--- config.mk ---
export PLATFORM = sky130hd
export DESIGN_NAME = sll_iter
export DESIGN_NICKNAME = d
export VERILOG_FILES = /design/src/rtl/sll_iter_pkg.sv /design/src/rtl/sll_iter_sll1.sv /design/src/rtl/sll_iter.sv
export SDC_FILE = /design/constraint.sdc
export NUM_CORES = 1
export LEC_CHECK = 0
export BUFFER_PORTS_ARGS = -buffer_cell sky130_fd_sc_hd__buf_2
export CAP_MARGIN = 15
export CORE_ASPECT_RATIO = 1.25
export CORE_UTILIZATION = 55
export CTS_CLUSTER_SIZE = 25
export DETAILED_ROUTE_END_ITERATION = 10
export GPL_ROUTABILITY_DRIVEN = 1
export PLACE_DENSITY = 0.85
export SETUP_SLACK_MARGIN = 0.4
export SYNTH_ARGS = -nofsm -noshare
export SYNTH_HDL_FRONTEND = slang
export SYNTH_SLANG_ARGS = --single-unit
export TNS_END_PERCENT = 30
--- constraint.sdc ---
create_clock -name clk -period 3.19 [get_ports clk]
set_input_delay 0.1595 -clock clk [delete_from_list [all_inputs] [get_ports clk]]
set_output_delay 0.1595 -clock clk [all_outputs]
set_load 0.05 [all_outputs]
--- src/rtl/sll_iter_pkg.sv ---
// Shared constants and FSM encoding for the iterative left shifter.
package sll_iter_pkg;

  localparam int unsigned WIDTH   = 32;
  localparam int unsigned SHAMT_W = 5;

  typedef enum logic [1:0] {
    IDLE  = 2'd0,
    SHIFT = 2'd1,
    DONE  = 2'd2
  } state_e;

endpackage

--- src/rtl/sll_iter_sll1.sv ---
// Combinational single-position logical left shift.
module sll1
  import sll_iter_pkg::*;
(
  input  logic [WIDTH-1:0] in,
  output logic [WIDTH-1:0] out
);

  assign out = in << 1;

endmodule

--- src/rtl/sll_iter.sv ---
// Multi-cycle logical left shifter: one bit position per clock, done pulse on completion.
module sll_iter
  import sll_iter_pkg::*;
(
  input  logic             clk,
  input  logic             rst_n,
  input  logic             start,
  input  logic             flush,
  input  logic [WIDTH-1:0] in1,
  input  logic [WIDTH-1:0] in2,
  output logic             busy,
  output logic             done,
  output logic [WIDTH-1:0] out
);

  state_e               state_q, state_d;
  logic [WIDTH-1:0]     sreg_q, sreg_d, sreg_sh;
  logic [SHAMT_W-1:0]   cnt_q, cnt_d;
  logic [WIDTH-1:0]     out_q, out_d;
  logic                 busy_q, busy_d;
  logic                 done_q, done_d;
  logic                 capture;

  // Only the low shift-amount bits matter; the rest of in2 is intentionally dropped.
  logic unused_in2;
  assign unused_in2 = ^in2[WIDTH-1:SHAMT_W];

  assign capture = start && !flush;

  sll1 u_sll1 (
    .in  (sreg_q),
    .out (sreg_sh)
  );

  always_ff @(posedge clk or negedge rst_n) begin
    if (!rst_n) begin
      state_q <= IDLE;
    end else begin
      state_q <= state_d;
    end
  end

  always_comb begin
    state_d = state_q;
    case (state_q)
      IDLE: begin
        if (capture) begin
          state_d = (in2[SHAMT_W-1:0] != '0) ? SHIFT : DONE;
        end
      end
      SHIFT: begin
        if (flush) begin
          state_d = IDLE;
        end else if (cnt_q == SHAMT_W'(1)) begin
          state_d = DONE;
        end
      end
      DONE:    state_d = IDLE;
      default: state_d = IDLE;
    endcase
  end

  // Next values of the datapath and the registered outputs.
  always_comb begin
    sreg_d = sreg_q;
    cnt_d  = cnt_q;
    out_d  = out_q;
    case (state_q)
      IDLE: begin
        if (capture) begin
          sreg_d = in1;
          cnt_d  = in2[SHAMT_W-1:0];
        end
      end
      SHIFT: begin
        if (!flush) begin
          sreg_d = sreg_sh;
          cnt_d  = cnt_q - SHAMT_W'(1);
        end
      end
      default: ;
    endcase
    if (state_d == DONE && state_q != DONE) begin
      out_d = sreg_d;
    end
    done_d = (state_d == DONE);
    busy_d = (state_d != IDLE);
  end

  always_ff @(posedge clk or negedge rst_n) begin
    if (!rst_n) begin
      sreg_q <= '0;
      cnt_q  <= '0;
      out_q  <= '0;
      busy_q <= 1'b0;
      done_q <= 1'b0;
    end else begin
      sreg_q <= sreg_d;
      cnt_q  <= cnt_d;
      out_q  <= out_d;
      busy_q <= busy_d;
      done_q <= done_d;
    end
  end

  assign busy = busy_q;
  assign done = done_q;
  assign out  = out_q;

endmodule

==> flow_summary.ini, run 1 <==
[finish]
layout-drive-gt1-share_pct = 48.2
nets = 401
multiInputGateArea_um2 = 1250
diodes = 0
mostFrequentLayoutCell = buf_2
regArea_um2 = 1830
layout.cells.non_filler = 402
syn_to_final_growth_pct = 17.7
fillerInstances = 429
mostFrequentLayoutCells = 74 x buf_2, 73 x dfrtp_1, 33 x inv_1

[timing]
finalMaxSlewViolations = 0
max_freq_ghz = 0.476
hold_violations = 0
worstMarginPinSlew_ns = 0.892
min_period_ns = 2.10
period_share_pct = 65.8
fin_skew_ns = 0.00901
relSlewSlack_pct = 40.5
hold_slack_ns = 0.0114
finalSetupViolCount = 0
rsz0062_at_grt = no
fin_tns_setup_ns = 0
finalWorstSetupSlack_ns = 1.09

[detailed_routing]
route.detailed.drc = 0
post_drt_wl_per_cell_um = 16.5
vias = 2267
dr.pass1.iters = 5
viasPerCell = 5.64
totalWireLength_um = 6620
ant_nets = 0
drtIter0Drc = 112

[synth]
ys_ff_latch = 73
yosysTopAreaCell = dfrtp_1
synthCells = 254
synth.top_cell.area_share_pct = 54.8
yosysUniqueCellTypes = 34
synthArstFlopShare_pct = 100
synth_warnings = 0
yosysSeqAreaShare_pct = 54.8
synth_nets = 324
syn_area_per_cell_um2 = 13.1
synth_area_um2 = 3330
ys.flop_type = dfrtp_1
ys_top_cells_by_area = dfrtp_1 55%, mux2_4 13%, o21ai_2 7.6%
synth_edf_count = 0

[clock_network]
cts.sinks = 73
ctsRootBufferMaster = clkbuf_8
clkTransAtPathRegs_ns = 0.07
cts_resized = 0
post_cts_buffers = 0
numCtsBuffers = 9
clockBufferDepth = 2
htreeDepth = 3
insertion_delay_ns = 0.33
cts_tree = built
hold_buffers = 0

[worst_setup_path]
critPathLaunchType = flip-flop
cp.arrival_ns = 2.31
cp_data_required_time_ns = 3.40
cp_max_fo = 33
reg2regPathDepth = 5
worstSetupPathType = flip-flop to flip-flop
max_stage_delay_ns = 0.59
critPathSlowestCell = or4b_4
path_cells = or4b_4 -> nor3_2 -> a21o_2 -> buf_12 -> mux2_2
end_kind = flip-flop
reg2reg_setup_slack_ns = 1.09
r2r-start = state_q[0]
reg2reg_to = out[0]

[floorplan]
core_area_um2 = 5820
die_w_um = 71.6
num_io_pins = 102
row_count = 31
die_area_um2 = 6370
die_height_um = 89.0
initial_core_util_pct = 57.2

[run]
maxCapViolCount = 0

[global_route]
gr-usage-all-layers_pct = 22.3
overflow = 0
grt_pass1_vias = 2304
grt_pass1_wl_um = 10800
antenna_found_initial = 0
grt_max_degree = 74

[power_and_ir_drop]
vdd_drop_max_mv = 0.602
p_leak_uw = 0.00197
power_density_nw_per_um2 = 887
total_power_uw = 3480

[place]
post-place-cells = 386
io_buffers = 74
hpwl_um = 4220
gp_congestion = 0.830
post-place-ws_ns = 1.13

[status]
status = finished clean

[min_path]
hold_class = input port to asynchronous set/reset pin
[stage by stage]
stage / area (um^2) / util (%)
after floorplan: 3330 / -
after global placement: 3720 / 63.9
after detailed placement: 3720 / 63.9
after CTS: 3920 / 67.4
after global routing: 3920 / 67.4
final: 3920 / 67.4
[worst max-delay path: cells and delay by family (launching register included)]
family          cells  cell delay (ns)
flops               1             0.45
mux                 1             0.37
simple gates        2             0.75
buf+inv             1             0.25
compound gates      1             0.14
[layer usage]
metal  vias up  track usage (%)  wire length, um
li1       1043                -                -
met1      1142             28.4             2880
met2        76             36.1             3270
met3         6             6.09              403
met4         0             9.45               65
met5         -                0                0
[registers in the layout, summed over array words and instances, names as in the netlist]
name	count
done	1
state_q	2
cnt_q	5
out	32
sreg_q	32
busy	1
[cell type report]
type	instances	area share, %
timing repair buffer	80	10.9
clock buffer	13	3.54
tap	66	2.11
multi-input combinational	133	31.9
clock inverter	3	1.66
inverter	34	3.29
sequential	73	46.6
[synth_stat cells (2+ instances only)]
library cell / count
a21o_1: 2
a21oi_1: 3
a22oi_1: 31
buf_12: 3
buf_6: 4
clkbuf_1: 6
dfrtp_1: 73
ha_1: 2
inv_1: 33
mux2_2: 3
mux2_4: 29
nand2_1: 2
nand3_1: 2
nor2_1: 6
nor3_1: 3
o21ai_1: 6
o21ai_2: 29
[power by group]
| part | internal, uW | total (uW) | switching [uW] |
|---|---|---|---|
| combinational | 454 | 1310 | 859 |
| sequential | 1220 | 1410 | 183 |
| clock | 441 | 757 | 315 |
| total | 2120 | 3480 | 1360 |
[worst max-delay path by stage]
| stage | end | from |
|---|---|---|
| 3_5_place_dp | out[0] | cnt_q[1] |
| 3_3_place_gp | out[1] | cnt_q[1] |
| 6_report | out[0] | state_q[0] |
| 2_1_floorplan | out[10] | state_q[0] |
| 5_1_grt | out[0] | cnt_q[1] |
| 4_1_cts | out[0] | state_q[0] |
[cells by family after synthesis]
| kind of cell | Yosys count | synth area share, % |
|---|---|---|
| and+or+nand+nor | 22 | 4.58 |
| muxes | 32 | 14.1 |
| AOI/OAI and AO/OA | 77 | 17.9 |
| buffers and inverters | 48 | 7.81 |
| DFF | 73 | 54.8 |
| adders and majority gates | 2 | 0.751 |
No activity file was read; power rests on OpenSTA's default activity.
==> run 2, diff against run 1 <==
- CORE_UTILIZATION: 55 -> 46
- PLACE_DENSITY: 0.85 -> 0.76
- clock period: 3.19 -> 1.7 ns (I/O delays scaled with it)
==> flow_summary.ini, run 2 (synthesis gave the netlist of run 1 again) <==
[clock_network]
insertion_delay_ns = 0.35
cts_tree = built
numCtsBuffers = 9
clkTransAtPathRegs_ns = 0.07
htreeDepth = 3
ctsRootBufferMaster = clkbuf_8
clockBufferDepth = 2
cts.sinks = 73

[worst_setup_path]
cp.arrival_ns = 2.17
critPathLaunchType = flip-flop
cp.depth = 6
worstSetupPathType = flip-flop to flip-flop
reg2regPathDepth = 6
reg2reg_to = out[0]
reg2reg_setup_slack_ns = -0.24
path_cells = or4b_4 -> nor3_4 -> a21o_4 -> buf_4 -> buf_12 -> mux2_2
max_stage_delay_ns = 0.56
r2r-start = state_q[0]
critPathSlowestCell = or4b_4
cp_max_fo = 5
path_buf_inv = 2
critical-path-top-delay-family = simple AND/OR/NAND/NOR gates
cp_data_required_time_ns = 1.93
end_kind = flip-flop

[timing]
finalSetupViolCount = 33
rsz0062_at_grt = yes
finalWorstSetupSlack_ns = -0.244
finalMaxSlewViolations = 0
fin_tns_setup_ns = -6.84
max_freq_ghz = 0.515
worstMarginPinSlew_ns = 0.483
hold_violations = 0
min_period_ns = 1.94
relSlewSlack_pct = 67.8
period_share_pct = 114
fin_skew_ns = 0.00810

[detailed_routing]
vias = 2476
post_drt_wl_per_cell_um = 16.6
dr.pass1.iters = 4
route.detailed.drc = 0
totalWireLength_um = 7860
viasPerCell = 5.25
drtIter0Drc = 167
ant_nets = 0

[global_route]
grt_pass1_vias = 2609
antenna_found_initial = 0
gr-usage-all-layers_pct = 22.3
grt_pass1_wl_um = 12900
grt_max_degree = 40
overflow = 0

[min_path]
hp-start = in1[26]
hold_class = input port to flip-flop
min_to = sreg_q[26]
hold-path-cell-count = 3

[floorplan]
initial_core_util_pct = 47.7
row_count = 34
num_io_pins = 102
die_height_um = 97.1
die_area_um2 = 7590
core_area_um2 = 6980
die_w_um = 78.1

[status]
violations = negative setup slack
status = finished, violations left

[finish]
diodes = 0
syn_to_final_growth_pct = 34.3
layout-drive-gt1-share_pct = 54.5
layout.cells.non_filler = 472
nets = 448
mostFrequentLayoutCells = 73 x dfrtp_1, 73 x buf_2, 33 x inv_1

[power_and_ir_drop]
vdd_drop_max_mv = 0.887
power_density_nw_per_um2 = 1490
p_leak_uw = 0.00223

[place]
hpwl_um = 5170
post-place-cells = 437
post-place-ws_ns = -0.235
io_buffers = 74
gp_congestion = 0.799

[run]
maxCapViolCount = 0
[run 2: cell types whose count changed in the layout (fill, tap and decap cells not counted), sizes merged]
cell	before	now
clkbuf	13	12
inv	33	34
bufinv	2	0
clkinvlp	0	1
dlygate4sd3	0	10
buf	80	117
[run 2: how the worst max path moves through the flow]
stage | slack [ns] | from | end
floorplan | -0.20 | state_q[0] | out[10]
detailed placement | -0.24 | state_q[0] | out[0]
CTS | -0.21 | state_q[0] | out[1]
finish | -0.24 | state_q[0] | out[0]
global route | -0.30 | state_q[0] | out[31]
global placement | -0.21 | cnt_q[1] | out[0]
[run 2: where the power goes]
group / internal, uW / switching, uW
clock network: 557 / 602
logic: 1090 / 1740
registers: 2300 / 363
total: 3940 / 2700
[run 2: final cells by class]
| class | instances | area [um^2] |
|---|---|---|
| Multi-Input combinational cell | 133 | 1330 |
| Timing Repair Buffer | 127 | 916 |
| Sequential cell | 73 | 1830 |
| Clock buffer | 12 | 145 |
| Clock inverter | 3 | 17.5 |
| Inverter | 34 | 130 |
| Fill cell | 531 | 2500 |
| Tap cell | 90 | 113 |
[run 2: worst register-to-register path, cell delays in order (launching register included)]
cell	delay (ns)
dfrtp_1	0.39
or4b_4	0.56
nor3_4	0.16
a21o_4	0.14
buf_4	0.12
buf_12	0.11
mux2_2	0.33
[run 2: repair_timing]
action                                  CTS  global route
gates cloned                              1             0
pin swaps                                 7             2
endpoints found under the hold margin    44             1
buffers inserted                          8             1
resized for setup                        22             7
hold buffers                              9             1
endpoints found under the setup margin   72            73
[run 2: per-stage QoR]
step	cell area (um^2)	hold slack [ns]	utilization, %	power (uW)
after floorplan	3330	-0.211	-	4540
after global placement	3990	0.0705	57.2	5270
after detailed placement	3990	0.0742	57.2	5360
after CTS	4430	0.00163	63.5	6630
after global routing	4470	0.00793	64.1	6980
final	4470	0.00360	64.1	6640
[run 2: layer usage]
layer	GRT usage, %	part of all wire [%]
met1	28.9	44
met2	36.0	50
met3	4.32	4.8
met4	10.4	1.4
met5	0	0
